`config.mk`:
```
export PLATFORM = sky130hd
export DESIGN_NAME = elelock_multi
export DESIGN_NICKNAME = d
export VERILOG_FILES = /design/src/rtl/elelock_multi.sv
export SDC_FILE = /design/constraint.sdc
export NUM_CORES = 1
export LEC_CHECK = 0
export ABC_AREA = 1
export CORE_ASPECT_RATIO = 1.75
export CORE_MARGIN = 5
export CORE_UTILIZATION = 56
export DETAILED_ROUTE_END_ITERATION = 8
export PLACE_DENSITY = 0.75
export SYNTH_ARGS = -nofsm -noshare
export SYNTH_HDL_FRONTEND = slang
export SYNTH_SLANG_ARGS = --single-unit
```
`constraint.sdc`:
```
create_clock -name clk -period 3.5 [get_ports clk]
set_clock_uncertainty 0.1 [all_clocks]
set_input_delay 0.7 -clock clk [delete_from_list [all_inputs] [get_ports clk]]
set_output_delay 0.7 -clock clk [all_outputs]
set_load 0.03 [all_outputs]
```
`src/rtl/elelock_multi.sv`:
```
// N-digit keypad lock: edge-detected key entry, enter-strobe check, failed-attempt lockout.
// Define ELELOCK_AUTORELOCK_EN to relock automatically after AUTO_CYCLES cycles open.
module elelock_multi #(
    parameter int unsigned             DIGITS         = 4,
    parameter logic [DIGITS*4-1:0]     SECRET         = 16'h1357,
    parameter int unsigned             MAX_FAIL       = 3,
    parameter int unsigned             LOCKOUT_CYCLES = 1000,
    parameter int unsigned             AUTO_CYCLES    = 500
) (
    input  logic                         clk,
    input  logic                         rst,
    input  logic [9:0]                   tenkey,
    input  logic                         enter,
    input  logic                         close,
    output logic                         lock,
    output logic                         lockout,
    output logic [$clog2(DIGITS+1)-1:0]  digits_in,
    output logic [3:0]                   fail_cnt
);
    localparam int unsigned DW = $clog2(DIGITS + 1);
    localparam int unsigned BW = DIGITS * 4;
    localparam int unsigned LW = (LOCKOUT_CYCLES > 1) ? $clog2(LOCKOUT_CYCLES) : 1;

    typedef enum logic [1:0] {StLocked, StOpen, StLockout} state_e;

    state_e          state_q, state_d;
    logic            lock_q, lock_d;
    logic            lockout_q, lockout_d;
    logic [BW-1:0]   code_q, code_d;
    logic [DW-1:0]   digits_q, digits_d;
    logic [3:0]      fail_q, fail_d;
    logic [LW-1:0]   timer_q, timer_d;
    logic [9:0]      tenkey_q;
    logic            enter_q;

    logic            press;
    logic [3:0]      key_digit;
    logic            enter_edge;
    logic            match;
    logic [3:0]      fail_inc;
    logic            auto_expire;

    always_comb begin
        press     = $onehot(tenkey) && (tenkey_q == '0);
        key_digit = 4'd0;
        for (int i = 0; i < 10; i++) begin
            if (tenkey[i]) key_digit = 4'(i);
        end
        enter_edge = enter & ~enter_q;
        match      = (digits_q == DW'(DIGITS)) && (code_q == SECRET);
        fail_inc   = fail_q + 4'd1;
    end

`ifdef ELELOCK_AUTORELOCK_EN
    localparam int unsigned AW = $clog2(AUTO_CYCLES + 1);
    logic [AW-1:0] auto_q, auto_d;

    // Counter sits at zero outside OPEN, so it starts fresh on every unlock.
    always_comb begin
        auto_expire = (state_q == StOpen) && (auto_q == AW'(AUTO_CYCLES - 1));
        auto_d      = '0;
        if (state_q == StOpen && !close && !auto_expire) auto_d = auto_q + AW'(1);
    end

    always_ff @(posedge clk or posedge rst) begin
        if (rst) auto_q <= '0;
        else     auto_q <= auto_d;
    end
`else
    logic unused_auto;
    assign unused_auto = ^AUTO_CYCLES;
    assign auto_expire = 1'b0;
`endif

    always_comb begin
        state_d   = state_q;
        lock_d    = lock_q;
        lockout_d = lockout_q;
        code_d    = code_q;
        digits_d  = digits_q;
        fail_d    = fail_q;
        timer_d   = timer_q;
        unique case (state_q)
            StLocked: begin
                // close beats enter; enter beats a simultaneous key press
                if (close) begin
                    code_d   = '1;
                    digits_d = '0;
                end else if (enter_edge) begin
                    code_d   = '1;
                    digits_d = '0;
                    if (match) begin
                        state_d = StOpen;
                        lock_d  = 1'b0;
                        fail_d  = 4'd0;
                    end else begin
                        fail_d = fail_inc;
                        if (fail_inc == 4'(MAX_FAIL)) begin
                            state_d   = StLockout;
                            lockout_d = 1'b1;
                            timer_d   = LW'(LOCKOUT_CYCLES - 1);
                        end
                    end
                end else if (press) begin
                    code_d      = code_q << 4;
                    code_d[3:0] = key_digit;
                    if (digits_q != DW'(DIGITS)) digits_d = digits_q + DW'(1);
                end
            end
            StOpen: begin
                if (close || auto_expire) begin
                    state_d  = StLocked;
                    lock_d   = 1'b1;
                    code_d   = '1;
                    digits_d = '0;
                end
            end
            StLockout: begin
                if (timer_q == '0) begin
                    state_d   = StLocked;
                    lockout_d = 1'b0;
                    fail_d    = 4'd0;
                end else begin
                    timer_d = timer_q - LW'(1);
                end
            end
            default: begin
                state_d   = StLocked;
                lock_d    = 1'b1;
                lockout_d = 1'b0;
            end
        endcase
    end

    always_ff @(posedge clk or posedge rst) begin
        if (rst) begin
            state_q   <= StLocked;
            lock_q    <= 1'b1;
            lockout_q <= 1'b0;
            code_q    <= '1;
            digits_q  <= '0;
            fail_q    <= 4'd0;
            timer_q   <= '0;
            tenkey_q  <= '0;
            enter_q   <= 1'b0;
        end else begin
            state_q   <= state_d;
            lock_q    <= lock_d;
            lockout_q <= lockout_d;
            code_q    <= code_d;
            digits_q  <= digits_d;
            fail_q    <= fail_d;
            timer_q   <= timer_d;
            tenkey_q  <= tenkey;
            enter_q   <= enter;
        end
    end

    assign lock      = lock_q;
    assign lockout   = lockout_q;
    assign digits_in = digits_q;
    assign fail_cnt  = fail_q;

endmodule
```
=== Word-level counts from Yosys, hierarchy flattened ===
Cells that the tools add are included.

* Multiplexer cells: 49
* Reduce and logical (&&, ||, !) cells: 14
* Add/subtract/negate cells: 12
* Bitwise gates (word level): 4
* Equal/unequal tests: 18

{| class="wikitable"
|+ Operators with widths
! kind !! number
|-
| 16-bit 2-to-1 mux || 4
|-
| 10-bit 2-to-1 mux || 5
|-
| 4-bit 2-to-1 mux || 10
|-
| 16-bit case mux with 2 select lines || 1
|-
| 10-bit logical NOT || 2
|-
| 10-bit case mux with 2 select lines || 1
|-
| 16-bit by 13-bit == test with 1-bit output (second input constant) || 1
|-
| 2-bit 2-to-1 mux || 8
|-
| 2-bit != test (second input constant) || 8
|-
| 3-bit 2-to-1 mux || 5
|-
| 6-bit AND reduction || 2
|-
| 1-bit by 1-bit adder with 2-bit output || 5
|-
| 1-bit 2-to-1 mux || 10
|-
| 5-bit AND reduction || 2
|-
| 10-bit by 1-bit subtractor with 10-bit output (second input constant) || 1
|-
| 4-bit != test (second input constant) || 2
|-
| 4-bit case mux with 2 select lines || 1
|-
| 4-bit AND reduction || 2
|-
| 2-bit by 2-bit adder with 3-bit output || 2
|-
| 3-bit != test (second input constant) || 2
|-
| 1-bit case mux with 3 select lines || 2
|-
| 2-bit case mux with 3 select lines || 1
|-
| 3-bit case mux with 2 select lines || 1
|-
| 3-bit by 3-bit adder with 4-bit output || 1
|-
| other kinds (14) || 18
|}

* Register bits: 48
* Input bits: 14

=== Logic depth before layout (Yosys ltp) ===
Gate-level depths: netlist of run 1.

* Word-level depth: 13
* Gate-level depth with buffers: 18
* Depth with buffers taken out: 18

=== Least setup slack after synthesis of run 1 ===
Ideal clock, no wire load.

* Path type: input to register
* Start: in tenkey[0]
* End: reg code_q[3]
* Arrival: 3.593 ns
* Setup time: 0.082 ns
* Path buffers: 1
* Stages on the path: 18
* Slack: -0.275 ns
* Cells stage by stage: fa_1 > fa_1 > inv_1 > fa_1 > inv_1 > ha_1 > inv_1 > fa_1 > nand2_1 > inv_1 > nand2_1 > nor2_1 > nand3_1 > nand2_4 > nand2_4 > buf_6 > nand2_1 > o21ai_2

* Longest elaborated chain between the ends: 8

{| class="wikitable"
|+ Ends and longest elaborated chain
! what !! RTL line !! RTL
|-
| start, declared || 12 || <nowiki>input logic [9:0] tenkey,</nowiki>
|-
| 1-bit by 1-bit adder with 2-bit output (implied by the code) || 44 || <nowiki>press = $onehot(tenkey) && (tenkey_q == '0);</nowiki>
|-
| 2-bit by 2-bit adder with 3-bit output (implied by the code) || 44 ||
|-
| 3-bit by 3-bit adder with 4-bit output (implied by the code) || 44 ||
|-
| 4-bit by 2-bit adder with 4-bit output (implied by the code) || 44 ||
|-
| 4-bit by 1-bit == test with 1-bit output || 44 ||
|-
| 1-bit logical AND || 44 ||
|-
| 4-bit != test (no source line) || n/a ||
|-
| 3-bit AND reduction (no source line) || n/a ||
|-
| end signal, assigned || 150 || <nowiki>code_q <= code_d;</nowiki>
|-
| end, declared || 29 || <nowiki>logic [BW-1:0] code_q, code_d;</nowiki>
|}

Every way passes these cells.
A chain may end at the register's enable or synchronous reset.

=== Worst setup path in the final report of run 1 ===
* Start: in tenkey[1]
* End: reg code_q[11]

Same word-level chain as after synthesis.

==> out/qor.yml, run 1 <==
floorplan:
  coreArea_sq_um: 4930
  initial_core_util_pct: 57.1
  die_w_microns: 63.6
  die_h_microns: 104
  io_pins: 23
  die_area_sq_um: 6600
  num_rows: 34
pwr:
  power.density_nw_per_um2: 567
  p_leak_uw: 0.00164
  p_int_uw: 1180
  p_sw_share_pct: 38.9
  p_clk_share_pct: 18.4
  vdd_drop_max_uv: 512
  switchingPower_uw: 755
  combPwrFrac_pct: 39.2
  seqPwrFrac_pct: 42.5
cells_and_area:
  mostFrequentLayoutCells: "nand2_1, nor2_1, inv_1"
  nNetsFinal: 412
  final_common_cell: "nand2_1"
  drive_gt1_share_pct: 26.2
  syn_to_final_growth_pct: 21.4
  fin_cells: 440
  antenna_cells_inserted: 0
worst_setup_path:
  worstPathCellList: "buf_8 -> fa_1 -> fa_1 -> inv_1 -> fa_1 -> inv_2 -> ha_4 -> inv_2 -> fa_1 -> nand2_1 -> inv_1 -> nand2_1 -> nor2_1 -> nand3_1 -> nand2_4 -> nand2_8 -> clkbuf_16 -> nand2_1 -> o21ai_2"
  worstRegToRegCells: 10
  r2r-end: "timer_q[5]"
  rrSetupSlack_ns: 1.45
  critPathRequiredTime_ns: 3.65
  critPathMaxStageDelay_ns: 0.51
  cp-start-kind: "input port"
  crit_fanout: 6
  endpoint_kind: "register"
  cp_common_cell: "fa_1"
  criticalPathCategory: "input port to register"
  cp_data_arrival_time_ns: 3.91
  startpoint: "tenkey[1]"
  cp_slowest_cell: "fa_1"
  r2r_start: "timer_q[0]"
  cp-endpoint: "code_q[11]"
route:
  vias_per_cell: 5.26
  antenna_left: 0
  post_drt_wl_per_cell_microns: 13.5
  drc: 0
  vias: 2315
  first_pass_iters: 4
  drt_iter0_markers: 125
  drt_wl_total_microns: 5920
logic_synthesis:
  synth_top_area_share_pct: 27.5
  netlist_area_sq_um: 2820
  synth.net_count: 371
  ys_top_cells_by_area: "dfrtp_1, dfstp_2, nand2_1, nor2_1, inv_1"
  seq_area_frac_synth_pct: 43.4
  syn_inst: 344
  ys.warnings.count: 0
  synth-edff-count: 0
  synth_cell_types: 29
  async_reset_ff_share_pct: 100
  synth_seq_cells: 48
  avgSynthCellArea_sq_um: 8.19
  synth_largest_area_cell: "dfrtp_1"
  synthFlopType: "dfrtp_1"
cts:
  clk_latency_ns: 0.31
  cts_made_buffers: 5
  cts_max_path_buffers: 2
  cts_tree: "done"
  clock_sinks: 48
  h-tree-depth: 2
  cts-root-buf: "clkbuf_8"
  cts.clk_slew.worst_paths_ns: 0.09
timing:
  fin_ws_ns: -0.261
  min_period_ns: 3.76
  post-route-period-util_pct: 107
  drv_slew: 0
  fmax_mhz: 266
  tightestPinTransition_ns: 0.544
  setup_viol: 19
  whs_ns: 0.377
  relSlewSlack_pct: 63.7
  rsz0062_at_grt: "yes"
  hold_violations: 0
run_status:
  violations: "setup timing"
  outcome: "finished with violations"
global_routing:
  first_global_vias: 2260
  grt_use_total_pct: 18.7
  grt_first_pass_wirelength_microns: 10200
  grt-ovfl-total: 0
  antenna_found_initial: 0
  grt_max_degree: 28
placed_design:
  gp_congestion: 0.867
  io_buffers: 22
  dp.cells: 426
  dp_hpwl_microns: 4240
hold_path:
  hold_path_class: "register to register"
job:
  cap_violations: 0
-- metrics by stage --
stage | total power [uW] | utilization, % | setup TNS (ns) | setup slack, ns | area, sq um
after floorplan | 1320 | - | -4.92 | -0.275 | 2820
after detailed placement | 1530 | 63.7 | -16.97 | -0.935 | 3150
after global routing | 2100 | 69.3 | -6.97 | -0.404 | 3420
after global placement | 1500 | 63.7 | -15.39 | -0.830 | 3150
after CTS | 1910 | 66.8 | -5.65 | -0.305 | 3290
final | 1940 | 69.3 | -4.16 | -0.261 | 3420
-- cells in the mapped netlist, types with 2 or more instances --
master     n
a21oi_1    7
nor3_1     4
xnor2_1    2
fa_1       6
nand4_1    5
nand2_4    2
ha_1       7
nor2_2     2
dfstp_2   17
nand3_1   30
nand2_1   90
o21ai_0    7
o21ai_2   15
nor2_1    50
dfrtp_1   31
inv_2      4
buf_6      3
inv_1     40
nor2_4     3
nand3b_1   2
nand2_2    8
nand3_4    2
-- worst max-delay path, delay by kind of cell --
family          cells  cell delay, ns
buf+inv             6            0.49
compound gates      1            0.05
fa+ha+maj           5            2.04
simple gates        7            0.61
-- routing by layer --
metal	wire, microns	up-vias	share of wire [%]	GRT usage [%]
li1	-	1163	-	-
met1	2170	1109	37	20.8
met2	3530	36	60	35.4
met3	138	7	2.3	2.49
met4	80	0	1.4	6.09
met5	0	-	0	0
-- worst min-delay path by stage --
stage	slack [ns]	start	to	cells past startpoint
after detailed placement	0.36	lockout	lockout	2
final	0.38	lockout	lockout	2
after global routing	0.39	code_q[13]	code_q[13]	2
after global placement	0.35	lock	lock	2
after CTS	0.38	lock	lock	2
after floorplan	0.35	code_q[15]	code_q[15]	2
-- repair_timing --
action,4_1_cts,5_1_grt
hold buffers,0,0
pin swaps,10,11
setup buffers,0,2
gates resized for setup,33,17
gates cloned,2,2
setup endpoints to repair,19,19
-- power groups by stage --
stage	combinational, uW	clock, uW	sequential (uW)
after floorplan	460	0	864
after global placement	679	0	822
after detailed placement	702	0	826
after CTS	728	362	817
after global routing	868	390	845
final	760	356	824
-- cell type report --
cell class                 count  area, sq um
inverter                      44          165
tap                           54         67.6
clock buffer                   6         82.6
clock inverter                 2         12.5
multi-input combinational    246         1410
timing repair buffer          40          458
sequential                    48         1220
fill                         389         1520
-- state kept, by name, summed over array words and instances, names as in the netlist --
| signal | cells |
|---|---|
| code_q | 16 |
| digits_in | 3 |
| enter_q | 1 |
| fail_cnt | 4 |
| lock | 1 |
| lockout | 1 |
| state_q | 2 |
| tenkey_q | 10 |
| timer_q | 10 |
-- logic make-up (layout without fill, tap and decap cells) --
family	after synthesis	after routing	synth area share, %
compound gates	31	31	7.73
xor+xnor	2	2	0.622
fa+ha+maj	13	13	7.37
buf+inv	50	92	8.48
flops	48	48	43.4
simple gates	200	200	32.4
(Power assumes the default switching activity.)
==> run 2: changes to the inputs <==
--- a/config.mk
+++ b/config.mk
@@ -6,11 +6,11 @@
 export NUM_CORES = 1
 export LEC_CHECK = 0
 export ABC_AREA = 1
-export CORE_ASPECT_RATIO = 1.75
+export CORE_ASPECT_RATIO = 1.2
 export CORE_MARGIN = 5
-export CORE_UTILIZATION = 56
+export CORE_UTILIZATION = 55
 export DETAILED_ROUTE_END_ITERATION = 8
-export PLACE_DENSITY = 0.75
+export PLACE_DENSITY = 0.74
 export SYNTH_ARGS = -nofsm -noshare
 export SYNTH_HDL_FRONTEND = slang
 export SYNTH_SLANG_ARGS = --single-unit
==> out/qor.yml, run 2 (synthesized netlist as in run 1, its figures left out) <==
timing:
  hold_violations: 0  # unchanged
  fin_ws_ns: -0.353  # was -0.261 ns
  setup_viol: 19  # unchanged
  tightestPinTransition_ns: 0.975  # was 0.544 ns
  post-route-period-util_pct: 110  # was 107%
  min_period_ns: 3.85  # was 3.76 ns
  drv_slew: 0  # unchanged
  rsz0062_at_grt: "yes"  # unchanged
  fmax_mhz: 260  # was 266 MHz
  relSlewSlack_pct: 35.0  # was 63.7%
floorplan:
  io_pins: 23  # unchanged
  coreArea_sq_um: 4940  # was 4930 sq um
  die_h_microns: 88.4  # was 104 microns
  initial_core_util_pct: 57.0  # was 57.1%
  num_rows: 28  # was 34
  die_area_sq_um: 6660  # was 6600 sq um
  die_w_microns: 75.3  # was 63.6 microns
global_routing:
  grt-ovfl-total: 0  # unchanged
  grt_use_total_pct: 20.0  # was 18.7%
  grt_first_pass_wirelength_microns: 10200  # about the same
  first_global_vias: 2275  # was 2260
  grt_max_degree: 49  # was 28
  antenna_found_initial: 0  # unchanged
worst_setup_path:
  cp_data_arrival_time_ns: 3.99  # was 3.91 ns
  r2r-end: "timer_q[2]"  # was timer_q[5]
  cp_common_cell: "fa_1"  # unchanged
  critPathRequiredTime_ns: 3.64  # was 3.65 ns
  endpoint_kind: "register"  # unchanged
  rrSetupSlack_ns: 1.47  # was 1.45 ns
  cp_slowest_cell: "fa_1"  # unchanged
  worstPathCellList: "buf_8 -> fa_1 -> fa_1 -> inv_1 -> fa_1 -> inv_1 -> ha_2 -> inv_2 -> fa_1 -> nand2_1 -> inv_1 -> nand2_1 -> nor2_1 -> nand3_1 -> nand2_4 -> nand2_8 -> buf_12 -> buf_16 -> o21ai_2"  # was buf_8 -> fa_1 -> fa_1 -> inv_1 -> fa_1 -> inv_2 -> ha_4 -> inv_2 -> fa_1 -> nand2_1 -> inv_1 -> nand2_1 -> nor2_1 -> nand3_1 -> nand2_4 -> nand2_8 -> clkbuf_16 -> nand2_1 -> o21ai_2
  criticalPathCategory: "input port to register"  # unchanged
  cp-start-kind: "input port"  # unchanged
  r2r_start: "timer_q[0]"  # unchanged
  critPathTopFamily: "adder cells"  # unchanged
  crit_fanout: 6  # unchanged
  critPathMaxStageDelay_ns: 0.52  # was 0.51 ns
  worstRegToRegCells: 10  # unchanged
  crit_buf_inv: 7  # was 6
cells_and_area:
  final_common_cell: "nand2_1"  # unchanged
  final-seq-area_sq_um: 1220  # unchanged
  reg.largest.list: "code_q (16), tenkey_q (10), timer_q (10)"  # unchanged
  largest_reg_flops: 16  # unchanged
  drive_gt1_share_pct: 26.2  # unchanged
  regMostFlops: "code_q"  # unchanged
  multi_input_area_sq_um: 1440  # was 1410 sq um
  nFillCells: 387  # was 389
  nNetsFinal: 412  # unchanged
  antenna_cells_inserted: 0  # unchanged
  fin_util_pct: 69.6  # was 69.3%
  syn_to_final_growth_pct: 22.0  # was 21.4%
  postLayoutCellArea_sq_um: 3440  # was 3420 sq um
  mostFrequentLayoutCells: "nand2_1, nor2_1, inv_1"  # unchanged
placed_design:
  io_buffers: 22  # unchanged
  placed_area_sq_um: 3150  # unchanged
  gp_congestion: 0.849  # was 0.867
  dp_hpwl_microns: 3990  # was 4240 microns
cts:
  clock_sinks: 48  # unchanged
  h-tree-depth: 2  # unchanged
  cts.clk_slew.worst_paths_ns: 0.09  # about the same
  cts_tree: "done"  # unchanged
  holdBufCountCts: 0  # unchanged
  cts_max_path_buffers: 2  # unchanged
  clk_latency_ns: 0.30  # was 0.31 ns
  cts_made_buffers: 5  # unchanged
  cts-root-buf: "clkbuf_8"  # unchanged
route:
  vias: 2321  # was 2315
  drt_iter0_markers: 104  # was 125
  antenna_left: 0  # unchanged
  drt_wl_total_microns: 5860  # was 5920 microns
  vias_per_cell: 5.20  # was 5.26
  post_drt_wl_per_cell_microns: 13.1  # was 13.5 microns
  drc: 0  # unchanged
  first_pass_iters: 4  # unchanged
hold_path:
  hold_path_class: "register to register"  # unchanged
  holdPathEnd: "lock"  # was lockout
  whs_path_depth: 2  # unchanged
  holdCritStartpoint: "lock"  # was lockout
pwr:
  vdd_drop_max_uv: 323  # was 512 uV
  p_leak_uw: 0.00165  # was 0.00164 uW
  power.density_nw_per_um2: 559  # was 567 nW/um^2
run_status:
  violations: "setup timing"  # unchanged
  outcome: "finished with violations"  # unchanged
job:
  cap_violations: 0  # unchanged
## run 2: worst max-delay path by stage
stage / cells after the start / start / to
4_1_cts: 19 / tenkey[9] / code_q[1]
3_5_place_dp: 19 / tenkey[1] / digits_in[2]
5_1_grt: 19 / tenkey[0] / code_q[11]
6_report: 19 / tenkey[0] / code_q[11]
3_3_place_gp: 19 / tenkey[1] / digits_in[0]
2_1_floorplan: 18 / tenkey[0] / code_q[3]
## run 2: layout make-up
type / count / share of cell area, %
clock buffer: 7 / 2.22
clock inverter: 1 / 0.146
inverter: 44 / 4.81
multi-input combinational: 246 / 42.0
sequential: 48 / 35.6
tap: 60 / 2.18
timing repair buffer: 40 / 13.1
## run 2: worst min-delay path, stage by stage, from the launching register on
cell,delay (ns)
dfstp_2,0.38
nand2_1,0.05
nand2_1,0.04
## run 2: per-layer routing
metal	GRT usage (%)	vias to the layer above	routed length, microns
li1	-	1163	-
met1	22.7	1105	2350
met2	36.1	39	3210
met3	3.98	14	159
met4	8.27	0	139
met5	0	-	0
## run 2: timing repair
| item | CTS | global route |
|---|---|---|
| setup buffers | 5 | 1 |
| endpoints found under the setup margin | 19 | 19 |
| pin swaps | 10 | 10 |
| resized for setup | 43 | 14 |
| gates cloned | 4 | 0 |
## run 2: power by group
part           switching (uW)  internal (uW)
clock                     181            141
sequential                128            704
combinational             441            325
total                     751           1170
## run 2: through the flow
step	instances	setup TNS (ns)	hold slack [ns]	total power, uW	worst slack [ns]
6_report	446	-5.12	0.368	1920	-0.353
5_1_grt	446	-8.36	0.389	2060	-0.524
4_1_cts	447	-6.61	0.366	1930	-0.397
3_5_place_dp	431	-17.60	0.352	1520	-0.967
3_3_place_gp	431	-15.31	0.352	1500	-0.825
2_1_floorplan	344	-4.92	0.353	1320	-0.275
